## config.mk

```make
export PLATFORM = sky130hd
export DESIGN_NAME = uart_rx
export DESIGN_NICKNAME = d
export VERILOG_FILES = /design/src/rtl/uart_rx.sv
export SDC_FILE = /design/constraint.sdc
export NUM_CORES = 1
export LEC_CHECK = 0
export CORE_ASPECT_RATIO = 0.6
export CORE_MARGIN = 2
export CORE_UTILIZATION = 30
export CTS_CLUSTER_DIAMETER = 150
export DETAILED_ROUTE_END_ITERATION = 8
export GPL_TIMING_DRIVEN = 0
export PLACE_DENSITY = 0.57
export SYNTH_ARGS = -nofsm -noshare
export SYNTH_HDL_FRONTEND = slang
export SYNTH_SLANG_ARGS = --single-unit
```

## constraint.sdc

```tcl
create_clock -name clk -period 3.2 [get_ports clk]
set_input_delay 0.64 -clock clk [delete_from_list [all_inputs] [get_ports clk]]
set_output_delay 0.64 -clock clk [all_outputs]
set_load 0.01 [all_outputs]
```

## src/rtl/uart_rx.sv

```systemverilog
// -----------------------------------------------------------------------------
// uart_rx
//
// This is the receive half of the 8N1 UART link. It samples the asynchronous rx
// line on clk and recovers each frame. A frame is one start bit, eight data bits
// sent LSB first, and one stop bit. The received byte is handed to the
// downstream matrix-load logic through a valid/ack holding register.
//
// Ports
//   clk        system clock, rising edge
//   rst        synchronous active-high reset
//   rx         asynchronous serial line, idle high
//   data       last good byte; holds until the next good frame
//   valid      high while data holds an unacknowledged byte
//   ack        consumer takes data this cycle; ignored while valid=0
//   overrun    sticky; set when a new byte replaces an unacknowledged one
//   frame_err  one-cycle pulse when the stop bit samples 0
//   busy       high whenever the receiver is not idle
//
// Parameter
//   CLKS_PER_BIT  clk cycles per bit period (>= 4)
// -----------------------------------------------------------------------------
module uart_rx #(
    parameter int CLKS_PER_BIT = 16
) (
    input  logic       clk,
    input  logic       rst,
    input  logic       rx,
    output logic [7:0] data,
    output logic       valid,
    input  logic       ack,
    output logic       overrun,
    output logic       frame_err,
    output logic       busy
);

    localparam int H     = CLKS_PER_BIT / 2;
    localparam int CNT_W = $clog2(CLKS_PER_BIT);

    localparam logic [CNT_W-1:0] HALF_LAST = CNT_W'(H - 1);
    localparam logic [CNT_W-1:0] BIT_LAST  = CNT_W'(CLKS_PER_BIT - 1);

    typedef enum logic [1:0] {
        IDLE  = 2'd0,
        START = 2'd1,
        DATA  = 2'd2,
        STOP  = 2'd3
    } state_t;

    state_t           state, state_nxt;
    logic [CNT_W-1:0] cnt, cnt_nxt;
    logic [2:0]       idx, idx_nxt;
    logic [7:0]       shift, shift_nxt;

    // rx_m/rx_s form the two-flop synchronizer; rx_p lags rx_s by one cycle
    // so a falling edge on the synchronized line can be seen.
    logic rx_m, rx_s, rx_p;

    logic stop_good;
    logic stop_bad;

    // ---- synchronizer / edge detect ----
    always_ff @(posedge clk) begin
        if (rst) begin
            rx_m <= 1'b1;
            rx_s <= 1'b1;
            rx_p <= 1'b1;
        end else begin
            rx_m <= rx;
            rx_s <= rx_m;
            rx_p <= rx_s;
        end
    end

    // ---- frame FSM: next state ----
    always_comb begin
        state_nxt = state;
        cnt_nxt   = cnt;
        idx_nxt   = idx;
        shift_nxt = shift;
        stop_good = 1'b0;
        stop_bad  = 1'b0;

        case (state)
            IDLE: begin
                // Only a real 1->0 transition starts a frame. This stops a
                // line that stays low after a bad stop bit from starting a
                // frame again and again.
                if (rx_p && !rx_s) begin
                    state_nxt = START;
                    cnt_nxt   = '0;
                end
            end

            START: begin
                if (cnt == HALF_LAST) begin
                    cnt_nxt   = '0;
                    idx_nxt   = '0;
                    // If the line is high again at mid start bit, the low
                    // pulse was a glitch, not a start bit.
                    state_nxt = rx_s ? IDLE : DATA;
                end else begin
                    cnt_nxt = cnt + 1'b1;
                end
            end

            DATA: begin
                if (cnt == BIT_LAST) begin
                    cnt_nxt        = '0;
                    shift_nxt[idx] = rx_s;
                    idx_nxt        = idx + 3'd1;
                    if (idx == 3'd7) begin
                        state_nxt = STOP;
                    end
                end else begin
                    cnt_nxt = cnt + 1'b1;
                end
            end

            STOP: begin
                if (cnt == BIT_LAST) begin
                    cnt_nxt   = '0;
                    state_nxt = IDLE;
                    stop_good = rx_s;
                    stop_bad  = !rx_s;
                end else begin
                    cnt_nxt = cnt + 1'b1;
                end
            end

            default: begin
                state_nxt = IDLE;
                cnt_nxt   = '0;
                idx_nxt   = '0;
            end
        endcase
    end

    // ---- frame FSM: state register ----
    always_ff @(posedge clk) begin
        if (rst) begin
            state <= IDLE;
            cnt   <= '0;
            idx   <= '0;
            shift <= '0;
            busy  <= 1'b0;
        end else begin
            state <= state_nxt;
            cnt   <= cnt_nxt;
            idx   <= idx_nxt;
            shift <= shift_nxt;
            // busy is registered from the next state. It therefore matches
            // the state register exactly and does not add a cycle of lag.
            busy  <= (state_nxt != IDLE);
        end
    end

    // ---- holding register / status ----
    always_ff @(posedge clk) begin
        if (rst) begin
            data      <= 8'h00;
            valid     <= 1'b0;
            overrun   <= 1'b0;
            frame_err <= 1'b0;
        end else begin
            frame_err <= stop_bad;
            if (stop_good) begin
                data  <= shift;
                valid <= 1'b1;
                // An ack in the same cycle consumes the old byte, so
                // replacing it is not an overrun.
                if (valid && !ack) begin
                    overrun <= 1'b1;
                end else if (valid && ack) begin
                    overrun <= 1'b0;
                end
            end else if (valid && ack) begin
                valid   <= 1'b0;
                overrun <= 1'b0;
            end
        end
    end

endmodule

```

==> results of run 1 <==
[routing by layer]
metal  global-route usage  wire, µm  vias up
met2                0.185      1260       30
li1                     -         -      543
met3               0.0483       158        4
met1                0.191      1640      531
met5                    0         0        -
met4               0.0405        40        0
[cells in the final DEF, fill, tap and decap left out, types with 2 or more instances in the layout]
master,count
a31oi_1,2
nand3b_1,2
ha_1,3
nor2_1,30
dfxtp_1,32
o22ai_1,2
nand3_1,4
nand2_1,5
mux2i_1,19
and3_1,2
inv_1,3
nand4_1,2
clkbuf_1,4
a21oi_1,4
buf_6,3
clkbuf_8,5
or2_2,3
nand4b_1,4
clkdlybuf4s50_1,15
or3b_2,2
[worst min-delay path by stage]
stage               cells past startpoint  start   end  slack [ns]
floorplan                               1   rx_m  rx_s        0.39
global placement                        1   rx_m  rx_s        0.40
detailed placement                      1   rx_m  rx_s        0.40
CTS                                     1   rx_m  rx_s        0.42
global route                            1   rx_m  rx_s        0.43
finish                                  1   rx_m  rx_s        0.41
[where the power goes]
| group | switching, µW | internal (µW) | total, µW |
|---|---|---|---|
| combinational | 19.8 | 12.7 | 32.5 |
| sequential | 2.37 | 402 | 404 |
| clock | 156 | 230 | 386 |
[kinds of logic (layout without fill, tap and decap cells)]
logic type               Yosys count  after routing  share of synthesized area
AND/OR/NAND/NOR                   60             60                      0.223
multiplexers                      19             19                      0.136
flip-flops                        32             32                      0.458
adder cells (fa/ha/maj)            3              3                     0.0268
XOR/XNOR                           1              1                    0.00626
buffers and inverters             13             36                     0.0634
AO/OA/AOI/OAI                     16             16                     0.0867
[per-stage QoR]
stage / power [µW] / hold slack, ns
after floorplan: 433 / 0.389
after detailed placement: 446 / 0.399
after CTS: 837 / 0.419
final: 823 / 0.413
after global routing: 859 / 0.425
after global placement: 445 / 0.398
[final cells by class]
cell class,count,share of cell area
Sequential cell,32,0.368
Clock buffer,5,0.0395
Tap cell,63,0.0453
Clock inverter,3,0.0244
Inverter,3,0.00647
Buffer,10,0.0446
Timing Repair Buffer,15,0.0863
Multi-Input combinational cell,99,0.385
[registers in the layout, summed over array words and instances (netlist names), named ones only]
name	cells
shift	8
frame_err	1
rx_s	1
busy	1
data	8
idx	3
state	2
rx_m	1
valid	1
cnt	4
rx_p	1
==> summary.txt, run 1 <==
STA
  – Max Slew Vio Count: 0
  – Skew final: around 0.0073 ns
  – RSZ-0062 raised after global routing: no
  – Worst Tran Pin Value: 0.518 ns
  – Fmax: slightly below 500 MHz
  – Final Cycle Share: 0.650
  – Min Tclk post-route: roughly 2.1 ns
  – Max-slew headroom at the worst pin: 0.655
  – Final WS setup: 1.12 ns
  – Final setup viols: 0
  – Fin Setup TNS: 0 ns
  – Endpoints failing hold: 0

Setup path
  – CP Launch Type: input pin
  – CP max stage delay: just under 0.6 ns
  – Reg2reg end: data[6]
  – R2R Path Start: cnt[0]
  – CP Capture Point: data[0]
  – Crit Path Max Fanout: 10
  – Critical path type: in2reg
  – CP bufs+invs: 3
  – CP top delay family: buffers and inverters
  – FF-to-FF path depth: 7
  – Setup crit start: rst
  – Critical path depth: 4
  – CP Cell Sequence: clkdlybuf4s50_1 -> clkbuf_1 -> buf_1 -> nor2_1
  – CP endpoint kind: flip-flop
  – Worst Path Required: 3.35 ns
  – Reg2Reg Setup Slack: 1.51 ns
  – CP max stage cell: clkdlybuf4s50_1
  – Arr. time, crit path: 2.23 ns

Final layout
  – Final nets: 173
  – Reg area: between 600 and 700 µm²
  – Layout cells sized above 1: 0.138
  – Final instance area: 1740 µm²
  – Ant. Diodes: 0
  – Area of the multi-input gates: 671 µm²
  – Area Growth Syn to Fin: 24.3%
  – Filler instances: 457
  – Post-layout util: 0.383
  – Post-Layout Cell Count: 230

Synth
  – Count of state elements after synthesis: 32
  – Asr flop ratio synth: 0
  – Synth area leaders: dfxtp_1 46%, mux2i_1 14%, nor2_1 8.0%
  – Yosys cell types: 36
  – Sequential share of the synthesized area: 0.458
  – Mean Syn Cell Area: 9.72 µm²
  – YS warnings: 0
  – Syn Nets: around 150
  – Number of synthesized flops with an enable pin: 0
  – Share of the synthesized area in the top cell type: 0.458
  – Top post-synthesis cells by count: 32 x dfxtp_1, 30 x nor2_1, 19 x mux2i_1, 5 x nand2_1
  – Main synth FF type: dfxtp_1
  – Mapped cell area: 1400 µm²
  – Yosys top cell by area: dfxtp_1
  – Mapped Cells: between 100 and 150
  – Cell with the most instances after synthesis: dfxtp_1

Placed design
  – Setup WS pre-CTS: 0.801 ns
  – Placed Area: 1630 µm²
  – Final HPWL DP: between 2000 and 2500 µm
  – Placer Congestion: approximately 0.73
  – Number of port buffers: 15
  – Dpl cells: 222

Routing
  – Iter 0 DRT Violations: 39
  – Post-route antenna net violation count: 0
  – WL final: 3100 µm
  – Drt pass-1 iters: 4
  – Drt drc: 0
  – Routed WL per cell: between 10 and 15 µm
  – Vias: roughly 1.1k
  – Via density: 4.82

Floorplan
  – Io pins: 16
  – Die Ht: ~57 µm
  – Die W: 92.2 µm
  – Starting Density: 0.308
  – Number of core rows: 19
  – Die area: 5250 µm²
  – CORE AREA: around 4500 µm²

Clock network
  – Htree depth: 2
  – CTS max path bufs: 2
  – Worst-path clk slew: 0.07 ns
  – Hold buffer count at cts: 0
  – # resized after CTS: 0
  – CTS sink count: 32
  – Post-CTS setup repair buffer count: 0
  – Clk Latency, worst-skew pair: 0.28 ns
  – CTS Buf Count: 5
  – Root Buffer: clkbuf_8
  – CTS tree: yes

GRT
  – GR Overflow Total: 0
  – Largest net degree at the start of global routing: 12
  – Antenna violations before repair: 0
  – Number of global-route vias before repair: around 1.1k
  – First-pass GRT wire length: 5410 µm
  – Global Route Usage Sum: 0.133

Min path
  – Min-delay worst type: reg2reg

Run
  – Max_cap viols: 0

Power
  – Pwr Density: roughly 470 nW/µm²
  – Static Leak: 0.000675 µW
  – Peak VDD IR: around 0.23 mV

Status
  – Result of the run: finished, final reports clean
Power figures use the tool's default switching activity.
==> run 2: changes to the inputs <==
==> constraint.sdc (replaced) <==
create_clock -name clk -period 2 [get_ports clk]
set_input_delay 0.4 -clock clk [delete_from_list [all_inputs] [get_ports clk]]
set_output_delay 0.4 -clock clk [all_outputs]
set_load 0.01 [all_outputs]
==> results of run 2 <==
Same layout as run 1 (identical final DEF). Status: finished, final reports clean.
Among the figures that moved: setup slack after placement 0.801 ns -> -0.159 ns; setup slack after layout 1.12 ns -> 0.161 ns; register-to-register setup slack 1.51 ns -> 0.31 ns; total power 823 µW -> 1320 µW; worst IR drop on VDD 0.227 mV -> 0.363 mV
